**src/rtl/mem_arb_pkg.sv**
```systemverilog
// Shared types for the unified I/D memory arbiter: FSM states and the
// requester-select encoding used to steer the memory port.
package mem_arb_pkg;

  typedef enum logic [1:0] {
    IDLE  = 2'd0,
    GNT_I = 2'd1,
    GNT_D = 2'd2
  } arb_state_t;

  typedef logic port_sel_t;

  localparam port_sel_t SEL_I = 1'b0;
  localparam port_sel_t SEL_D = 1'b1;

endpackage

```
**src/rtl/mem_arb_starve_ctr.sv**
```systemverilog
// Saturating counter of consecutive data grants taken while fetch waits;
// o_sat tells the arbiter that fetch must win the next decision.
module mem_arb_starve_ctr #(
  parameter int unsigned MAX = 4
) (
  input  logic i_clk,
  input  logic i_rst,
  input  logic i_inc,
  input  logic i_clr,
  output logic o_sat
);

  localparam int unsigned W = $clog2(MAX + 1);
  localparam logic [W-1:0] MAX_V = W'(MAX);

  logic [W-1:0] r_cnt;

  always_ff @(posedge i_clk or posedge i_rst) begin
    if (i_rst) begin
      r_cnt <= '0;
    end else if (i_clr) begin
      r_cnt <= '0;
    end else if (i_inc && (r_cnt != MAX_V)) begin
      r_cnt <= r_cnt + 1'b1;
    end
  end

  assign o_sat = (r_cnt == MAX_V);

endmodule

```
**src/rtl/mem_arbiter.sv**
```systemverilog
// Single-port memory arbiter between fetch and MEM stage: data has priority,
// a starvation counter bounds how long fetch can be held off.
module mem_arbiter
  import mem_arb_pkg::*;
#(
  parameter int unsigned ADDR_W     = 32,
  parameter int unsigned DATA_W     = 32,
  parameter int unsigned STARVE_MAX = 4
) (
  input  logic                CLK,
  input  logic                RST,
  input  logic                IF_REQ,
  input  logic [ADDR_W-1:0]   IF_ADDR,
  output logic [DATA_W-1:0]   IF_RDATA,
  output logic                IF_VALID,
  input  logic                D_REQ,
  input  logic                D_WE,
  input  logic [ADDR_W-1:0]   D_ADDR,
  input  logic [DATA_W-1:0]   D_WDATA,
  input  logic [DATA_W/8-1:0] D_BE,
  output logic [DATA_W-1:0]   D_RDATA,
  output logic                D_VALID,
  output logic                MEM_REQ,
  output logic                MEM_WE,
  output logic [ADDR_W-1:0]   MEM_ADDR,
  output logic [DATA_W-1:0]   MEM_WDATA,
  output logic [DATA_W/8-1:0] MEM_BE,
  input  logic                MEM_ACK,
  input  logic [DATA_W-1:0]   MEM_RDATA,
  output logic                STALL_IF,
  output logic                STALL_MEM,
  output logic                SPURIOUS_ACK
);

  arb_state_t r_state;
  arb_state_t w_next;
  port_sel_t  w_sel;
  logic       r_spurious;
  logic       w_decide;
  logic       w_pick_d;
  logic       w_pick_i;
  logic       w_sat;
  logic       w_inc;
  logic       w_clr;

  // A decision is taken when idle or when the current access completes,
  // so back-to-back grants need no idle cycle.
  assign w_decide = (r_state == IDLE) || MEM_ACK;
  assign w_pick_d = D_REQ && !(IF_REQ && w_sat);
  assign w_pick_i = !w_pick_d && IF_REQ;
  assign w_inc    = w_decide && w_pick_d && IF_REQ;
  assign w_clr    = w_decide && (w_pick_i || !IF_REQ);

  mem_arb_starve_ctr #(
    .MAX (STARVE_MAX)
  ) u_starve (
    .i_clk (CLK),
    .i_rst (RST),
    .i_inc (w_inc),
    .i_clr (w_clr),
    .o_sat (w_sat)
  );

  always_ff @(posedge CLK or posedge RST) begin
    if (RST) begin
      r_state <= IDLE;
    end else begin
      r_state <= w_next;
    end
  end

  always_comb begin
    w_next = r_state;
    if (w_decide) begin
      if (w_pick_d) begin
        w_next = GNT_D;
      end else if (w_pick_i) begin
        w_next = GNT_I;
      end else begin
        w_next = IDLE;
      end
    end
  end

  // An ACK with nothing outstanding (including one for an access aborted by reset).
  always_ff @(posedge CLK or posedge RST) begin
    if (RST) begin
      r_spurious <= 1'b0;
    end else if ((r_state == IDLE) && MEM_ACK) begin
      r_spurious <= 1'b1;
    end
  end

  assign SPURIOUS_ACK = r_spurious;

  always_comb begin
    w_sel     = (r_state == GNT_D) ? SEL_D : SEL_I;
    MEM_REQ   = 1'b0;
    MEM_WE    = 1'b0;
    MEM_ADDR  = '0;
    MEM_WDATA = '0;
    MEM_BE    = '0;
    IF_VALID  = 1'b0;
    D_VALID   = 1'b0;
    IF_RDATA  = '0;
    D_RDATA   = '0;
    if (r_state != IDLE) begin
      MEM_REQ = 1'b1;
      if (w_sel == SEL_D) begin
        MEM_WE    = D_WE;
        MEM_ADDR  = D_ADDR;
        MEM_WDATA = D_WDATA;
        MEM_BE    = D_BE;
        D_VALID   = MEM_ACK;
        D_RDATA   = MEM_ACK ? MEM_RDATA : '0;
      end else begin
        MEM_ADDR  = IF_ADDR;
        MEM_BE    = '1;
        IF_VALID  = MEM_ACK;
        IF_RDATA  = MEM_ACK ? MEM_RDATA : '0;
      end
    end
    STALL_IF  = IF_REQ && !IF_VALID;
    STALL_MEM = D_REQ && !D_VALID;
  end

endmodule
```
**config.mk**
```make
export PLATFORM = sky130hd
export DESIGN_NAME = mem_arbiter
export DESIGN_NICKNAME = d
export VERILOG_FILES = /design/src/rtl/mem_arb_pkg.sv /design/src/rtl/mem_arb_starve_ctr.sv /design/src/rtl/mem_arbiter.sv
export SDC_FILE = /design/constraint.sdc
export NUM_CORES = 1
export LEC_CHECK = 0
export ABC_CLOCK_PERIOD_IN_PS = 1600
export CAP_MARGIN = 20
export CORE_AREA = 2 2 108 110
export CTS_CLUSTER_SIZE = 25
export DETAILED_ROUTE_END_ITERATION = 10
export DIE_AREA = 0 0 110 112
export SYNTH_ARGS = -nofsm -noshare
export SYNTH_HDL_FRONTEND = slang
export SYNTH_SLANG_ARGS = --single-unit
```
**constraint.sdc**
```tcl
create_clock -name CLK -period 1.6 [get_ports CLK]
set_clock_uncertainty 0.15 [all_clocks]
set_input_delay 0.16 -clock CLK [delete_from_list [all_inputs] [get_ports CLK]]
set_output_delay 0.16 -clock CLK [all_outputs]
set_load 0.005 [all_outputs]
```
==> impl_metrics.py <==
metrics = {
    "synth": {
        "syn_area_um2": 1520,
        "ys_seq_elements": 6,
        "async_flop_share": 1.00,
        "syn_avg_cell_area_um2": 5.91,
        "synthCells": 257,
        "yosysTopAreaCellShare": 0.264,
        "syn_nets": 397,
        "synthTopCellsByArea": "and3_1, nand2_1, and2_1",
        "synth_commonest_cells": "and3_1, nand2_1, and2_1",
        "ys_warn_count": 0,
        "ys.flop_type": "dfrtp_1",
        "post_synth_num_cell_types": 24,
        "synth_edf_count": 0,
        "yosys.area.top_type": "and3_1",
        "synth.yosys.seq_area_share": 0.0989,
    },
    "clock_network": {
        "numCtsBuffers": 3,
        "cts_tree": "yes",
        "hold_buffers": 0,
        "clk_latency_ns": 0.23,
        "cts_sinks": 6,
        "clock-root-buffer": "clkbuf_16",
        "clk_pin_slew_ns": 0.03,
        "h-tree-depth": 1,
        "cts.path.max_buffers": 2,
    },
    "power_and_ir_drop": {
        "max-vdd-ir-drop_mv": 0.315,
        "power.density_nw_per_um2": 482,
        "fin_total_pwr_w": 0.00275,
        "p_leak_nw": 2.67,
    },
    "setup_path": {
        "cp_max_fo": 8,
        "worstPathRequired_ns": 1.29,
        "cp-end-kind": "output port",
        "crit_arrival_ns": 1.49,
        "worst_setup_path_start_kind": "flop",
        "path_class": "reg2out",
    },
    "floorplanning": {
        "coreArea_um2": 11200,
        "rows": 39,
        "io_pins": 277,
        "die_height_um": 112,
        "die_w_um": 110,
        "dieArea_um2": 12300,
        "start_util": 0.136,
    },
    "timing": {
        "tns_ns": -16.10,
        "rsz0062_at_grt": "true",
        "timing.final.ws_setup_ns": -0.202,
        "hold_viol_final": 6,
        "max_freq_mhz": 555,
        "whs_ns": -0.00268,
        "setup_viol": 140,
        "max_slew_margin": 0.783,
        "post-route-period-util": 1.13,
        "tightest_slew_ns": 0.325,
        "period_minus_slack_ns": 1.80,
        "slew_viol_final": 0,
    },
    "job": {
        "maxCapViolCount": 0,
    },
    "route": {
        "drtAntennaViolNets": 0,
        "drt-vias-per-instance": 4.40,
        "num_vias": 3105,
        "drc": 0,
        "routedWlPerCell_um": 17.4,
        "wl_um": 12200,
        "first_pass_iters": 5,
        "dr.first_iter.drc_count": 83,
    },
    "run_status": {
        "failed_checks": "negative hold slack, negative setup slack",
        "status": "finished with violations",
    },
    "global_route": {
        "antenna_found_initial": 0,
        "grt-ovfl-total": 0,
        "grt_pass1_wl_um": 16600,
        "grt_max_degree": 39,
        "met3_usage": 0.0369,
        "met1_usage": 0.184,
        "grt_pass1_vias": 3198,
        "use_met2": 0.341,
        "busiest_layer": "met2",
        "grtUsageTotal": 0.172,
    },
    "placement": {
        "gp_congestion": 0.787,
        "io_buffers": 276,
        "place_hpwl_um": 7260,
        "dpl_worst_slack_ns": -0.439,
    },
    "layout": {
        "n_antenna_cell": 0,
        "final_util": 0.510,
        "layout-drive-gt1-share": 0.582,
        "nets": 703,
        "n_fill_cell": 1046,
        "synthToLayoutAreaGrowth_pct": 276,
    },
    "hold_path": {
        "hp-class": "in2async",
    },
}
-- area by class of cell --
class | instances | area [um2] | area share
multi-input cells | 218 | 1740 | 0.305
inverters | 4 | 15.0 | 0.00263
flip-flops and latches | 6 | 151 | 0.0266
repair buffers | 330 | 3540 | 0.620
clock buffers | 4 | 78.8 | 0.0138
well taps | 143 | 179 | 0.0314
-- cells by family (layout without fill, tap and decap cells) --
| kind of cell | count (synthesis) | count (layout) | synth area share |
|---|---|---|---|
| flops | 6 | 6 | 0.0989 |
| buf+inv | 33 | 338 | 0.0956 |
| simple gates | 171 | 171 | 0.604 |
| compound gates | 44 | 44 | 0.177 |
| fa+ha+maj | 2 | 2 | 0.0165 |
| mux | 1 | 1 | 0.00742 |
-- report_power, final --
part           leakage [nW]  internal [W]  switching [W]
clock                0.0382      0.000331      0.0000864
combinational          2.56       0.00138       0.000777
sequential           0.0721      0.000163     0.00000860
-- through the flow --
| step | instance area, um2 | cells |
|---|---|---|
| 5_1_grt | 5700 | 705 |
| 3_3_place_gp | 4480 | 659 |
| 4_1_cts | 5160 | 701 |
| 3_5_place_dp | 4480 | 659 |
| 2_1_floorplan | 1520 | 257 |
| 6_report | 5700 | 705 |
-- cells in the final DEF (no fill, tap or decap), drive strengths merged, types with 2 or more instances in the layout --
| master | count |
|---|---|
| buf | 174 |
| clkdlybuf4s50 | 137 |
| and3 | 64 |
| nand2 | 64 |
| and2 | 35 |
| o21ai | 32 |
| clkbuf | 21 |
| a21o | 6 |
| dfrtp | 6 |
| inv | 4 |
| nor2b | 4 |
| a22o | 2 |
| ha | 2 |
-- critical path: stages, from the launching register on --
cell and delay, ns:
dfrtp_2 0.43, buf_12 0.14, buf_12 0.14, buf_12 0.13, buf_16 0.14, o21ai_4 0.14
buf_2 0.13
-- metal layers --
| metal | up-vias | part of all wire |
|---|---|---|
| met5 | - | 0 |
| met4 | 0 | 0.011 |
| met3 | 14 | 0.092 |
| met2 | 170 | 0.55 |
| met1 | 1434 | 0.35 |
| li1 | 1487 | - |
-- state kept, by name, indices dropped and copies added (netlist names) --
register,cells
r_state,2
SPURIOUS_ACK,1
u_starve.r_cnt,3
-- final timing paths --
check / endpoint / depth (start not counted) / slack [ns] / from
max in group asynchronous: r_state[0]$_DFFE_PP0N_ / 2 / 1.09 / RST
min in group CLK: SPURIOUS_ACK$_DFFE_PP0P_ / 1 / 0.31 / SPURIOUS_ACK$_DFFE_PP0P_
worst min register to register: SPURIOUS_ACK$_DFFE_PP0P_ / 1 / 0.31 / SPURIOUS_ACK$_DFFE_PP0P_
worst max register to register: u_starve.r_cnt[0]$_DFFE_PP0P_ / 6 / -0.10 / r_state[0]$_DFFE_PP0N_
worst max-delay path: MEM_ADDR[10] / 6 / -0.20 / r_state[0]$_DFFE_PP0N_
worst min-delay path: SPURIOUS_ACK$_DFFE_PP0P_ / 2 / -0.003 / RST
-- repair_timing --
item | 4_1_cts | 5_1_grt
resized for setup | 668 | 158
pin swaps | 48 | 24
buffers inserted | 22 | 2
gates cloned | 16 | 4
setup endpoints to repair | 138 | 142
Note: power is estimated with default switching activity, not from simulation.
